<file path="src/rtl/fetch_pkg.sv">
// Shared types and constants for the instruction-fetch front end.
package fetch_pkg;

  localparam int unsigned INSTR_BYTES = 4;
  localparam logic [1:0]  PC_ALIGN_MASK = 2'b11;

  typedef struct packed {
    logic [31:0] pc;
    logic [31:0] instr;
  } fetch_entry_t;

endpackage

</file>
<file path="src/rtl/fetch_if.sv">
// Fetch-unit bus: instruction-memory port, decode-side handshake and redirect.
interface fetch_if #(
  parameter int unsigned DATA_WIDTH = 32
);

  logic                  imem_req;
  logic [DATA_WIDTH-1:0] imem_addr;
  logic [DATA_WIDTH-1:0] imem_rdata;
  logic                  inst_valid;
  logic                  inst_ready;
  logic [DATA_WIDTH-1:0] inst_data;
  logic [DATA_WIDTH-1:0] inst_pc;
  logic                  redirect_valid;
  logic [DATA_WIDTH-1:0] redirect_pc;
  logic                  redirect_misaligned;

  modport master (
    output imem_req, imem_addr, inst_valid, inst_data, inst_pc, redirect_misaligned,
    input  imem_rdata, inst_ready, redirect_valid, redirect_pc
  );

  modport slave (
    input  imem_req, imem_addr, inst_valid, inst_data, inst_pc, redirect_misaligned,
    output imem_rdata, inst_ready, redirect_valid, redirect_pc
  );

endinterface

</file>
<file path="src/rtl/fetch_queue.sv">
// Synchronous prefetch FIFO of {pc, instr} entries; flush overrides push and pop.
module fetch_queue
  import fetch_pkg::*;
#(
  parameter int unsigned DEPTH   = 4,
  parameter type         entry_t = fetch_entry_t
) (
  input  logic                     clk,
  input  logic                     rst,
  input  logic                     flush,
  input  logic                     push,
  input  entry_t                   push_data,
  input  logic                     pop,
  output entry_t                   head,
  output logic [$clog2(DEPTH):0]   count,
  output logic                     full,
  output logic                     empty
);

  localparam int unsigned AW = $clog2(DEPTH);

  entry_t        mem_q [DEPTH];
  logic [AW-1:0] wr_ptr_q, wr_ptr_d;
  logic [AW-1:0] rd_ptr_q, rd_ptr_d;
  logic [AW:0]   count_q, count_d;
  logic          do_push, do_pop;

  always_comb begin
    full     = (count_q == (AW+1)'(DEPTH));
    empty    = (count_q == '0);
    do_push  = push && !full && !flush;
    do_pop   = pop && !empty && !flush;
    wr_ptr_d = wr_ptr_q;
    rd_ptr_d = rd_ptr_q;
    count_d  = count_q;
    if (flush) begin
      wr_ptr_d = '0;
      rd_ptr_d = '0;
      count_d  = '0;
    end else begin
      if (do_push) wr_ptr_d = wr_ptr_q + AW'(1);
      if (do_pop)  rd_ptr_d = rd_ptr_q + AW'(1);
      count_d = count_q + (AW+1)'(do_push) - (AW+1)'(do_pop);
    end
  end

  always_ff @(posedge clk or posedge rst) begin
    if (rst) begin
      wr_ptr_q <= '0;
      rd_ptr_q <= '0;
      count_q  <= '0;
    end else begin
      wr_ptr_q <= wr_ptr_d;
      rd_ptr_q <= rd_ptr_d;
      count_q  <= count_d;
    end
  end

  // Storage needs no reset: count gates visibility of every slot.
  always_ff @(posedge clk) begin
    if (do_push) mem_q[wr_ptr_q] <= push_data;
  end

  assign head  = mem_q[rd_ptr_q];
  assign count = count_q;

endmodule

</file>
<file path="src/rtl/fetch_unit.sv">
// Instruction-fetch front end: PC, single outstanding fetch, redirect and prefetch queue.
module fetch_unit
  import fetch_pkg::*;
#(
  parameter int unsigned           DATA_WIDTH = 32,
  parameter int unsigned           FIFO_DEPTH = 4,
  parameter logic [DATA_WIDTH-1:0] RESET_PC   = '0
) (
  input  logic     clk,
  input  logic     rst,
  fetch_if.master  bus
);

  localparam int unsigned CW = $clog2(FIFO_DEPTH) + 1;

  typedef struct packed {
    logic [DATA_WIDTH-1:0] pc;
    logic [DATA_WIDTH-1:0] instr;
  } entry_t;

  logic [DATA_WIDTH-1:0] fetch_pc_q, fetch_pc_d;
  logic [DATA_WIDTH-1:0] inflight_pc_q, inflight_pc_d;
  logic                  inflight_q, inflight_d;

  logic [CW-1:0] q_count;
  logic          q_full, q_empty;
  entry_t        q_head, q_wdata;
  logic          issue, resp_push, head_pop;
  logic [CW:0]   occupancy;

  always_comb begin
    // In-flight response is reserved a slot, so a full queue never drops data.
    occupancy     = {1'b0, q_count} + (CW+1)'(inflight_q);
    issue         = !bus.redirect_valid && !q_full && (occupancy < (CW+1)'(FIFO_DEPTH));
    resp_push     = inflight_q && !bus.redirect_valid;
    head_pop      = !q_empty && bus.inst_ready && !bus.redirect_valid;
    q_wdata.pc    = inflight_pc_q;
    q_wdata.instr = bus.imem_rdata;

    fetch_pc_d    = fetch_pc_q;
    inflight_pc_d = inflight_pc_q;
    inflight_d    = issue;
    if (bus.redirect_valid) begin
      fetch_pc_d = bus.redirect_pc & ~{{(DATA_WIDTH-2){1'b0}}, PC_ALIGN_MASK};
    end else if (issue) begin
      fetch_pc_d    = fetch_pc_q + DATA_WIDTH'(INSTR_BYTES);
      inflight_pc_d = fetch_pc_q;
    end
  end

  always_ff @(posedge clk or posedge rst) begin
    if (rst) begin
      fetch_pc_q    <= RESET_PC;
      inflight_pc_q <= '0;
      inflight_q    <= 1'b0;
    end else begin
      fetch_pc_q    <= fetch_pc_d;
      inflight_pc_q <= inflight_pc_d;
      inflight_q    <= inflight_d;
    end
  end

  fetch_queue #(
    .DEPTH   (FIFO_DEPTH),
    .entry_t (entry_t)
  ) u_queue (
    .clk       (clk),
    .rst       (rst),
    .flush     (bus.redirect_valid),
    .push      (resp_push),
    .push_data (q_wdata),
    .pop       (head_pop),
    .head      (q_head),
    .count     (q_count),
    .full      (q_full),
    .empty     (q_empty)
  );

  // rst gates the strobes so they fall immediately, not at the next edge.
  assign bus.imem_req            = issue && !rst;
  assign bus.imem_addr           = fetch_pc_q;
  assign bus.inst_valid          = !q_empty;
  assign bus.inst_data           = q_head.instr;
  assign bus.inst_pc             = q_head.pc;
  assign bus.redirect_misaligned = bus.redirect_valid && !rst &&
                                   (|(bus.redirect_pc[1:0] & PC_ALIGN_MASK));

endmodule

</file>
<file path="src/flat_wrapper.sv">
// flat-port wrapper written by rule: the top's interface ports become plain ports
module fetch_unit_flat import fetch_pkg::*;
#(
  parameter int unsigned           DATA_WIDTH = 32,
  parameter int unsigned           FIFO_DEPTH = 4,
  parameter logic [DATA_WIDTH-1:0] RESET_PC   = '0
)
  (clk, rst, bus_imem_req, bus_imem_addr, bus_inst_valid, bus_inst_data, bus_inst_pc, bus_redirect_misaligned, bus_imem_rdata, bus_inst_ready, bus_redirect_valid, bus_redirect_pc);
  fetch_if #(.DATA_WIDTH(DATA_WIDTH)) bus_i ();
  input  logic clk;
  input  logic rst;
  output wire logic [$bits(bus_i.imem_req)-1:0] bus_imem_req;
  output wire logic [$bits(bus_i.imem_addr)-1:0] bus_imem_addr;
  output wire logic [$bits(bus_i.inst_valid)-1:0] bus_inst_valid;
  output wire logic [$bits(bus_i.inst_data)-1:0] bus_inst_data;
  output wire logic [$bits(bus_i.inst_pc)-1:0] bus_inst_pc;
  output wire logic [$bits(bus_i.redirect_misaligned)-1:0] bus_redirect_misaligned;
  input wire logic [$bits(bus_i.imem_rdata)-1:0] bus_imem_rdata;
  input wire logic [$bits(bus_i.inst_ready)-1:0] bus_inst_ready;
  input wire logic [$bits(bus_i.redirect_valid)-1:0] bus_redirect_valid;
  input wire logic [$bits(bus_i.redirect_pc)-1:0] bus_redirect_pc;
  assign bus_imem_req = bus_i.imem_req;
  assign bus_imem_addr = bus_i.imem_addr;
  assign bus_inst_valid = bus_i.inst_valid;
  assign bus_inst_data = bus_i.inst_data;
  assign bus_inst_pc = bus_i.inst_pc;
  assign bus_redirect_misaligned = bus_i.redirect_misaligned;
  assign bus_i.imem_rdata = bus_imem_rdata;
  assign bus_i.inst_ready = bus_inst_ready;
  assign bus_i.redirect_valid = bus_redirect_valid;
  assign bus_i.redirect_pc = bus_redirect_pc;
  fetch_unit #(.DATA_WIDTH(DATA_WIDTH), .FIFO_DEPTH(FIFO_DEPTH), .RESET_PC(RESET_PC)) u_core (.clk(clk), .rst(rst), .bus(bus_i));
endmodule
</file>
<file path="config.mk">
export PLATFORM = sky130hd
export DESIGN_NAME = fetch_unit_flat
export DESIGN_NICKNAME = d
export VERILOG_FILES = /design/src/rtl/fetch_pkg.sv /design/src/rtl/fetch_if.sv /design/src/rtl/fetch_queue.sv /design/src/rtl/fetch_unit.sv /design/src/flat_wrapper.sv
export SDC_FILE = /design/constraint.sdc
export NUM_CORES = 1
export LEC_CHECK = 0
export CAP_MARGIN = 20
export CELL_PAD_IN_SITES_DETAIL_PLACEMENT = 1
export CELL_PAD_IN_SITES_GLOBAL_PLACEMENT = 1
export CORE_UTILIZATION = 50
export CTS_CLUSTER_DIAMETER = 80
export DETAILED_ROUTE_END_ITERATION = 12
export DONT_BUFFER_PORTS = 1
export PLACE_DENSITY_LB_ADDON = 0.08
export SLEW_MARGIN = 0
export SYNTH_ARGS = -nofsm -noshare
export SYNTH_HDL_FRONTEND = slang
export SYNTH_SLANG_ARGS = --single-unit
</file>
<file path="constraint.sdc">
create_clock -name clk -period 4.5 [get_ports clk]
set_input_delay 0.45 -clock clk [delete_from_list [all_inputs] [get_ports clk]]
set_output_delay 0.45 -clock clk [all_outputs]
set_load 0.02 [all_outputs]
</file>
* After elaboration in Yosys (flattened, before gate mapping) *
Memories as Yosys holds them, arrays and structs flattened.
Cells that the tools add are included.

operators by class
  $add $sub $neg = 6
  $mul = 0
  divide/modulo/power cells = 0
  order comparisons = 1
  equality and inequality tests = 1
  shift operators = 0
  mux-type cells = 9
  bitwise gates (word level) = 1
  reduce and logical (&&, ||, !) cells = 22

operators by type and width
  operator                                                                       number
  32-bit two-way mux                                                             2
  32-bit by 3-bit adder with 32-bit output (second input constant)               1
  1-bit logical AND                                                              12
  2-bit two-way mux                                                              4
  2-bit nonzero test                                                             3
  2-bit by 1-bit adder with 2-bit output (second input constant)                 2
  3-bit by 1-bit adder with 4-bit output                                         1
  1-bit zero test                                                                4
  4-bit by 3-bit less-than comparator with 1-bit output (second input constant)  1
  3-bit by 1-bit adder with 3-bit output                                         1
  3-bit == test (second input constant)                                          1
  3-bit zero test                                                                1
  3-bit two-way mux                                                              1
  3-bit by 1-bit subtractor with 3-bit output                                    1
  1-bit two-way mux                                                              2
  2-bit AND reduction                                                            1
  2-bit OR reduction                                                             1
  1-bit NOT                                                                      1

word-level totals
  flip-flop bits (word level) = 72
  bits in latches = 0
  bits in writable memories = 256
  bits in read-only memories = 0
  input port bits = 68
  output and inout port bits = 99
  memories kept = 1

memories
  name                  words  bits a word  read ports  clocked after memory_dff  write ports  RTL line           source
  u_core.u_queue.mem_q  4      64           1           0                         1            fetch_queue.sv:22  entry_t mem_q [DEPTH];

* Depth between registers and ports, before layout *
Gate-level depths: netlist (run 1).

  word-level depth = 8
  gate-level depth with buffers = 10
  depth with buffers taken out = 10

* Modules after synthesis *
Synthesis (run 1) repeated with hierarchy kept, for this count alone.

unflattened totals
  cell total of the unflattened synthesis = 731
  area total of the unflattened synthesis = 12763.5 sq um

by module, submodules not included
  module       times used  cells each  area an instance (sq um)  seq. area each (sq um)
  fetch_queue  1           382         9700.6                    7862.5
  fetch_unit   1           349         3062.9                    1526.5

* Worst setup path after synthesis (run 1) *
No wires, ideal clock.

  path type = input port to flip-flop
  from = input port bus_redirect_valid
  to = memory u_core.u_queue.mem_q[0][0] (netlist name) (enable)
  setup time = 427 ps
  arrival time = 2272 ps
  data required time = 4073 ps
  setup slack = 1801 ps
  cell stages on the path = 3
  buffers on the path = 0
  path through = inv_1 > o311a_1 > and2_1

on the way
  cells in the longest elaborated chain, start to end = 6

ends and longest elaborated chain
  item                                         RTL line                             source
  from (decl)                                  flat_wrapper.sv:20                   input wire logic [$bits(bus_i.redirect_valid)-1:0] bus_redirect_valid;
  1-bit zero test (*)                          fetch_queue.sv:31, fetch_unit.sv:35
  1-bit logical AND                            fetch_unit.sv:35                     resp_push = inflight_q && !bus.redirect_valid;
  1-bit logical AND                            fetch_queue.sv:31                    do_push = push && !full && !flush;
  1-bit logical AND (*)                        fetch_queue.sv:31
  1-bit two-way mux (*)                        fetch_queue.sv:61                    if (do_push) mem_q[wr_ptr_q] <= push_data;
  1-bit two-way mux (not written as such) (*)  fetch_queue.sv:61
  to (decl)                                    fetch_queue.sv:22

Mark *: on every way between the ends. The rest lies on a longest branch, timed or not.

* Worst setup path after layout (run 1) *
  from = register u_core.u_queue.count_q[1] (netlist: u_core.u_queue.count[1])
  to = output port bus_imem_req

on the way
  cells in the longest elaborated chain, start to end = 5

ends and longest elaborated chain
  item                                                                            RTL line            source
  from (decl)                                                                     fetch_queue.sv:25   logic [AW:0] count_q, count_d;
  from (signal assigned)                                                          fetch_queue.sv:55   count_q <= count_d;
  branches (longest 3 deep; another with 3-bit by 1-bit adder with 4-bit output)  -
  1-bit logical AND (*)                                                           fetch_unit.sv:34    issue = !bus.redirect_valid && !q_full && (occupancy < (CW+1)'(FIFO_DEPTH));
  1-bit logical AND (*)                                                           fetch_unit.sv:80    assign bus.imem_req = issue && !rst;
  to (decl)                                                                       flat_wrapper.sv:12  output wire logic [$bits(bus_i.imem_req)-1:0] bus_imem_req;

Mark *: on every way between the ends.

==> impl_results.md, run 1 <==
* Die X at 160 um
* Wire per inst at ~23 um
* RSZ-0062 raised after global routing: false
* Ys async rst share at 0.215
* PD cells at 574 mW/mm^2
* Post-Place Setup Slack at around 1.5 ns
* Critical Path Max Stage Delay at 0.46 ns
* Initial core utilization at 0.510
* Register bit total from synthesis at 316
* Share of power burned in registers at 0.502
* Core ar. at 0.0243 mm^2
* Largest net degree at the start of global routing at 63
* WS Path Type: reg2out
* # IOs at 167
* CTS tree: yes
* Clock transition at path regs at around 0.050 ns
* Port Buffer Count at 0
* Slowest-stage cell, CP: dfrtp_1
* Total track usage at 0.199
* CP endpoint kind: output pin
* Psw at around 2.3 mW
* Initial antenna violation count at 0
* Clock buffer depth at 3
* CP max FO at 18
* Layout Nets at a little under 800
* Clock insertion delay at the later pin of the skew report at 0.50 ns
* Placer Congestion at 0.790
* DRC at 0
* Clk sinks at 316
* Worst setup SP type: register
* Grt total ovfl at 0
* Net Sw Frac at 0.289
* Detailed router's first-iteration violation count at about 390
* Final Instance Area at about 0.014 mm^2
* Vias post-DR at 6,061
* Final setup margin at 1.10 ns
* Cell area after synthesis at 0.0124 mm^2
* Post-synthesis compound-gate area fraction at 0.0201
* Internal at 5.60 mW
* Final Critical Period at 3.40 ns
* Yosys cell types at 53
* Post-CTS Setup Inserts at 0
* Post-Synth Adder-Cell Area at 0.00968
* Post-Synth XOR/XNOR Area at 0.0183
* Worst EP required at 4.05 ns
* F_max at around 290 MHz
* DR pass1 iterations at 4
* First-pass GRT wire length at 38,900 um
* Multiplexer share of the synthesized area at 0.116
* Worst path cell trace: ha_1, o211a_1, o22ai_4, nand2_2, buf_4, nor2_1
* Max cap viols at 0
* Die height at 160 um
* Logic gate share of total power at 0.175
* Critical Path AT at 2.95 ns
* P&R area growth vs syn at 10.6%
* Status: finished clean
* Layout cell share with drive strength beyond 1 at 0.186
* Top_reg_cell synth: edfxtp_1
* Clk pwr share at 0.323
* Tightest Pin Transition at 0.957 ns
* N_diodes at 0
* Final Max Tran Viols at 0
* Post-synthesis simple-gate area fraction at 0.0821
* DRT antenna net count at 0
* H-tree depth at 2
* Final period util at 0.756
* Setup TNS at 0 ns
* Mean post-synth cell area at roughly 18 um^2
* Num CTS Buffers at 35
* Setup violators final at 0
* DIE AREA at ~0.025 mm^2
* Dpl cell area at 0.0127 mm^2
* Worst ir drop on vdd at 0.302 mV
* Synth Instances at 699
* Hold_ws at approximately 0.034 ns
* Root buf cell: clkbuf_16
* Vias/cell at 5.75
* Skew final at roughly 0.011 ns
* Vias in the first global route at ~6,700
* Relative slew slack at 0.362
* # rows at 57
* Synthesis Warnings at 0
* Seq/Total Area, Yosys at 0.737
* Post-synth EDFFs at 248
* Total Routed Length at 24,500 um
* Combinational family with the most area after synthesis: multiplexers
* Final Hold Fails at 0
* Static leakage at 4.72 nW
* Hold Crit Class: in2reg
* Hpwl dp at 15,200 um
final cells by class:
class / instances / area, um^2
repair buffers: 6 / 47.5
flip-flops and latches: 316 / 9150
multi-input cells: 342 / 3080
clock buffers: 50 / 975
well taps: 324 / 405
inverters: 10 / 37.5
fillers: 2157 / 10600
clock inverters: 7 / 33.8
kinds of logic after synthesis:
kind of cell / after synthesis
flip-flops: 316
multiplexers: 66
other: 1
adder cells (fa/ha/maj): 9
buffers and inverters: 44
AND/OR/NAND/NOR: 198
AO/OA/AOI/OAI: 39
XOR/XNOR: 26
worst max-delay path, delay by kind of cell, from the launching register on:
family	cells	cell delay, ns
flip-flops	1	0.46
AO/OA/AOI/OAI	2	0.73
adder cells (fa/ha/maj)	1	0.30
AND/OR/NAND/NOR	2	0.65
buffers and inverters	1	0.30
what timing repair did:
| item | 4_1_cts | 5_1_grt |
|---|---|---|
| hold endpoints to repair | 32 | 0 |
| gates resized for setup | 0 | 0 |
| hold buffers | 1 | 0 |
| setup endpoints to repair | 0 | 0 |
metrics by stage:
step | utilization | power, mW | std cells
3_3_place_gp | 0.523 | 5.37 | 997
2_1_floorplan | - | 5.08 | 702
6_report | 0.565 | 7.88 | 1055
4_1_cts | 0.565 | 7.99 | 1055
3_5_place_dp | 0.523 | 5.44 | 997
5_1_grt | 0.565 | 8.22 | 1055
registers in the layout, summed over array words and instances (netlist names):
name	count
u_core.u_queue.rd_ptr_q	2
u_core.inflight_q	1
u_core.u_queue.count	3
u_core.inflight_pc_q	30
u_core.bus.imem_addr	30
u_core.u_queue.mem_q	248
u_core.u_queue.wr_ptr_q	2
power groups by stage:
stage | clock network [mW] | logic, mW | registers (mW)
2_1_floorplan | 0 | 1.26 | 3.82
3_3_place_gp | 0 | 1.38 | 3.99
3_5_place_dp | 0 | 1.41 | 4.03
4_1_cts | 2.60 | 1.41 | 3.97
5_1_grt | 2.71 | 1.49 | 4.02
6_report | 2.55 | 1.38 | 3.96
path summary, 6_finish.rpt:
path / depth (start not counted) / end / slack [ns] / from
max: 6 / bus_imem_req / 1.10 / u_core.u_queue.count[1]$_DFF_PP0_
min: 1 / u_core.u_queue.rd_ptr_q[0]$_DFFE_PP0P_ / 0.03 / bus_redirect_valid
max reg2reg: 7 / u_core.bus.imem_addr[20]$_DFFE_PP0N_ / 1.56 / u_core.u_queue.count[1]$_DFF_PP0_
min reg2reg: 0 / u_core.u_queue.mem_q[3][45]$_DFFE_PP_ / 0.52 / u_core.inflight_pc_q[13]$_DFFE_PP0P_
max in group asynchronous: 3 / u_core.inflight_pc_q[7]$_DFFE_PP0P_ / 3.03 / rst
min in group asynchronous: 2 / u_core.inflight_pc_q[18]$_DFFE_PP0P_ / 0.53 / rst
cells in the mapped netlist (2+ instances only):
cell type  count  area [um^2]
and2_1         5         31.3
and3_1         4         25.0
and4_1         3         26.3
buf_2          9         45.0
buf_4          5         37.5
clkbuf_1      17         63.8
dfrtp_1       68         1700
edfxtp_1     248         7450
ha_1           8          100
inv_1          9         33.8
mux2_2         3         33.8
mux4_2        62         1400
nand2_1      126          473
nand3_1       11         55.1
nand4_1       10         62.6
nor2_1        11         41.3
nor2b_1        3         18.8
nor3_1         6         30.0
nor4_4         3         63.8
o211ai_1       4         30.0
o21ai_0       20          100
o21ai_1        6         30.0
o311ai_1       2         17.5
or3_1          3         18.8
xnor2_1       14          123
xor2_1        12          105
routing by layer:
metal,up-vias,share of wire,global-route usage
met3,29,0.070,0.0552
met5,-,0,0
li1,2696,-,-
met1,3150,0.44,0.271
met2,186,0.48,0.319
met4,0,0.015,0.0538
cell usage in the layout (no fill, tap or decap), drive strengths merged, types with 3 or more instances in the layout:
cell	Yosys	routed
and2	6	6
and3	6	6
and4	3	3
buf	16	5
clkbuf	18	50
clkinv	0	7
conb	1	4
dfrtp	68	68
edfxtp	248	248
ha	8	8
inv	10	10
mux2	3	3
mux4	62	62
nand2	127	127
nand3	13	13
nand4	12	12
nor2	11	11
nor2b	3	3
nor3	7	7
nor4	3	3
o211ai	4	4
o21ai	26	26
o311ai	3	3
or3	3	3
xnor2	14	14
xor2	12	12
Power figures use the tool's default switching activity.
==> inputs of run 2 (changes only) <==
==> constraint.sdc (replaced) <==
create_clock -name clk -period 3.6 [get_ports clk]
set_input_delay 0.36 -clock clk [delete_from_list [all_inputs] [get_ports clk]]
set_output_delay 0.36 -clock clk [all_outputs]
set_load 0.02 [all_outputs]
==> run 2 against run 1 <==
  * Worst setup slack got worse by 0.28 ns
  * Sequential power rose by 23%
  * Flip-flop and latch count did not move
  * Via count rose by 4.6%
  * Largest cell class unchanged
  * Power rose by 26%
  * Global-route usage rose by 1.0 points
  * Largest power group unchanged
  * Hold slack got worse by 0.012 ns
  * Register-to-register slack got worse by 0.71 ns
  * Critical path depth did not move
  * Core utilization rose by 2.5 points
  * Clock skew rose by 0.014 ns
==> impl_results.md, run 2 (synthesized netlist as in run 1, its figures left out) <==
* GRT busiest layer: met2
* CP Capture Point: bus_imem_req
* Largest register by flop count: u_core.u_queue.mem_q
* Commonest non-fill, non-tap cells in the layout: 248 x edfxtp_1, 126 x nand2_1, 66 x dfrtp_1
* Final Instance Area at 0.0144 mm^2 (+4.5%)
* Final Hold Fails at 0 (unchanged)
* Final setup margin at 0.819 ns (-0.279 ns)
* Grt met2 use at 0.340 (+0.0210)
* Vias/cell at 5.68 (-1.2%)
* Wire per inst at 23.2 um (about the same)
* Post-Place Setup Slack at 0.935 ns (-0.532 ns)
* Core ar. at 0.0243 mm^2 (unchanged)
* Die X at 160 um (unchanged)
* Dpl cell area at 0.0128 mm^2 (+0.87%)
* Setup violators final at 0 (unchanged)
* RSZ-0062 raised after global routing: false
* Psw at 2.95 mW (+29%)
* Root buf cell: clkbuf_16
* DP Cell Count at 1,005 (+0.80%)
* Critical Path Max Stage Delay at 0.46 ns (about the same)
* Hpwl dp at 16,500 um (+8.2%)
* Final period util at 0.773
* Net Sw Frac at 0.296 (+0.00701)
* Worst path cell trace: ha_1, o211a_1, o22ai_4, buf_4, nand2_2, nor2_1
* Tightest Pin Transition at 0.682 ns (-0.275 ns)
* # IOs at 167 (unchanged)
* CP endpoint kind: output pin
* Layout cell share with drive strength beyond 1 at 0.190 (+0.00437)
* Number of flip-flops in the largest register at 248 (unchanged)
* Vias in the first global route at 6,990 (+4.8%)
* F_max at about 360 MHz
* DIE AREA at 0.0255 mm^2 (unchanged)
* Grt total ovfl at 0 (unchanged)
* Crit-path leading delay family: simple AND/OR/NAND/NOR gates
* P&R area growth vs syn at 15.6%
* Worst setup startpoint: u_core.u_queue.count[1]$_DFF_PP0_
* Commonest non-fill, non-tap cell in the layout: edfxtp_1
* FF-to-FF Start: u_core.u_queue.count[1]$_DFF_PP0_
* Crit path depth at 6 (unchanged)
* FILL cells at 2,172 (+0.70%)
* Clk pwr share at 0.315 (-0.008)
* Final Max Tran Viols at 0 (unchanged)
* Critical Path AT at 2.42 ns (-0.53 ns)
* Port Buffer Count at 0 (unchanged)
* Clock insertion delay at the later pin of the skew report at 0.50 ns (about the same)
* Hold Path Cell Cnt at 1 (unchanged)
* Relative slew slack at 0.542 (+0.180)
* Vias post-DR at 6,342 (+4.6%)
* RR Endpoint: u_core.bus.imem_addr[27]$_DFFE_PP0N_
* Slowest-stage cell, CP: dfrtp_1
* Cells on worst reg2reg path at 7 (unchanged)
* Placer Congestion at 0.820 (+3.8%)
* Global-route track usage on met3 at 0.0516 (-0.00365)
* Layout Nets at 846 (+7.4%)
* DRC at 0 (unchanged)
* Initial core utilization at 0.510 (unchanged)
* DR pass1 iterations at 4 (unchanged)
* Worst ir drop on vdd at 0.307 mV (+1.7%)
* Status: finished clean
* Finished Layout Cells at 1,117 (+5.9%)
* Initial antenna violation count at 0 (unchanged)
* Hold Crit Class: in2reg
* Max cap viols at 0 (unchanged)
* Total power at 9.94 mW (+26%)
* Bufs and invs on worst path at 1 (unchanged)
* Setup TNS at 0 ns (unchanged)
* Post-CTS sizing at 0 (unchanged)
* Total track usage at 0.210 (+0.0104)
* FF-to-FF setup slack at 0.85 ns (-0.71 ns)
* Static leakage at 4.98 nW (+5.7%)
* # rows at 57 (unchanged)
* Die height at 160 um (unchanged)
* Clk sinks at 316 (unchanged)
* CTS tree: yes
* Worst setup SP type: register
* Internal at 6.99 mW (+25%)
* PD cells at 692 mW/mm^2 (+21%)
* N_diodes at 0 (unchanged)
* Clock transition at path regs at 0.06 ns (about the same)
* CP max FO at 14 (-4)
* DRT antenna net count at 0 (unchanged)
* H-tree depth at 2 (unchanged)
* Total Routed Length at 25,900 um (+5.9%)
* Detailed router's first-iteration violation count at 325 (-16%)
* Final Critical Period at about 2.8 ns
* Logic gate share of total power at 0.194 (+0.019)
* WS Path Type: reg2out
* Num CTS Buffers at 35 (unchanged)
* M1 GR Usage at 0.288 (+0.0174)
* Share of power burned in registers at 0.491 (-0.011)
* Skew final at 0.0253 ns (+0.0142 ns)
* Worst EP required at 3.24 ns (-0.81 ns)
* First-pass GRT wire length at 40,700 um (+4.6%)
* Core Util, Final at 0.590 (+0.0253)
* Hold_ws at 0.0217 ns (-0.0120 ns)
* Clock buffer depth at 3 (unchanged)
* Largest net degree at the start of global routing at 43 (-32%)
==> run 2: changes by cell type in the layout (fill, tap and decap cells not counted) <==
cell,change
dlygate4sd3_1,+49
clkbuf_1,-7
buf_12,+5
clkinv_1,+5
buf_4,+4
clkinv_2,+4
clkbuf_16,-2
clkinvlp_4,+2
inv_6,+2
==> run 2: cell type report <==
type                            count  area, um^2  area share
Sequential cell                   316        9150       0.638
Multi-Input combinational cell    342        3080       0.215
Clock buffer                       41         898      0.0626
Timing Repair Buffer               64         668      0.0466
Tap cell                          324         405      0.0283
Clock inverter                     20         105     0.00732
Inverter                           10        37.5     0.00262
==> run 2: power groups by stage <==
stage                     Combinational [mW]  Sequential [mW]  Clock [mW]
after global placement                  1.85             4.91           0
final                                   1.92             4.88        3.13
after CTS                               1.97             4.89        3.21
after floorplan                         1.58             4.77           0
after global routing                    2.07             4.94        3.34
after detailed placement                1.90             4.96           0
==> run 2: worst min path at each step <==
stage / startpoint / end / slack [ns]
floorplan: bus_imem_rdata[0] / u_core.u_queue.mem_q[0][0]$_DFFE_PP_ / 0.46
global placement: rst / u_core.u_queue.wr_ptr_q[1]$_DFFE_PP0P_ / 0.37
detailed placement: rst / u_core.u_queue.rd_ptr_q[0]$_DFFE_PP0P_ / 0.38
CTS: bus_redirect_valid / u_core.bus.imem_addr[2]$_DFFE_PP0N_ / 0.0007
global route: bus_redirect_pc[24] / u_core.bus.imem_addr[24]$_DFFE_PP0N_ / 0.01
finish: bus_redirect_pc[24] / u_core.bus.imem_addr[24]$_DFFE_PP0N_ / 0.02
==> run 2: worst register-to-register path, delay by kind of cell (launching register included) <==
kind                       cells  cell delay [ns]
buffers and inverters          1             0.56
AOI/OAI and AO/OA              3             0.81
xor gates and xnor gates       1             0.15
adders and majority gates      1             0.30
DFF                            1             0.46
and+or+nand+nor                1             0.37
==> run 2: repair_timing <==
item	in CTS	in global routing
hold buffers	51	0
setup buffers	0	0
endpoints found under the setup margin	0	0
hold endpoints to repair	187	0
==> run 2: routing by layer <==
metal  share of wire  vias up
li1                -     2825
met1            0.43     3297
met2            0.49      193
met4           0.013        0
met5               0        -
met3           0.060       27
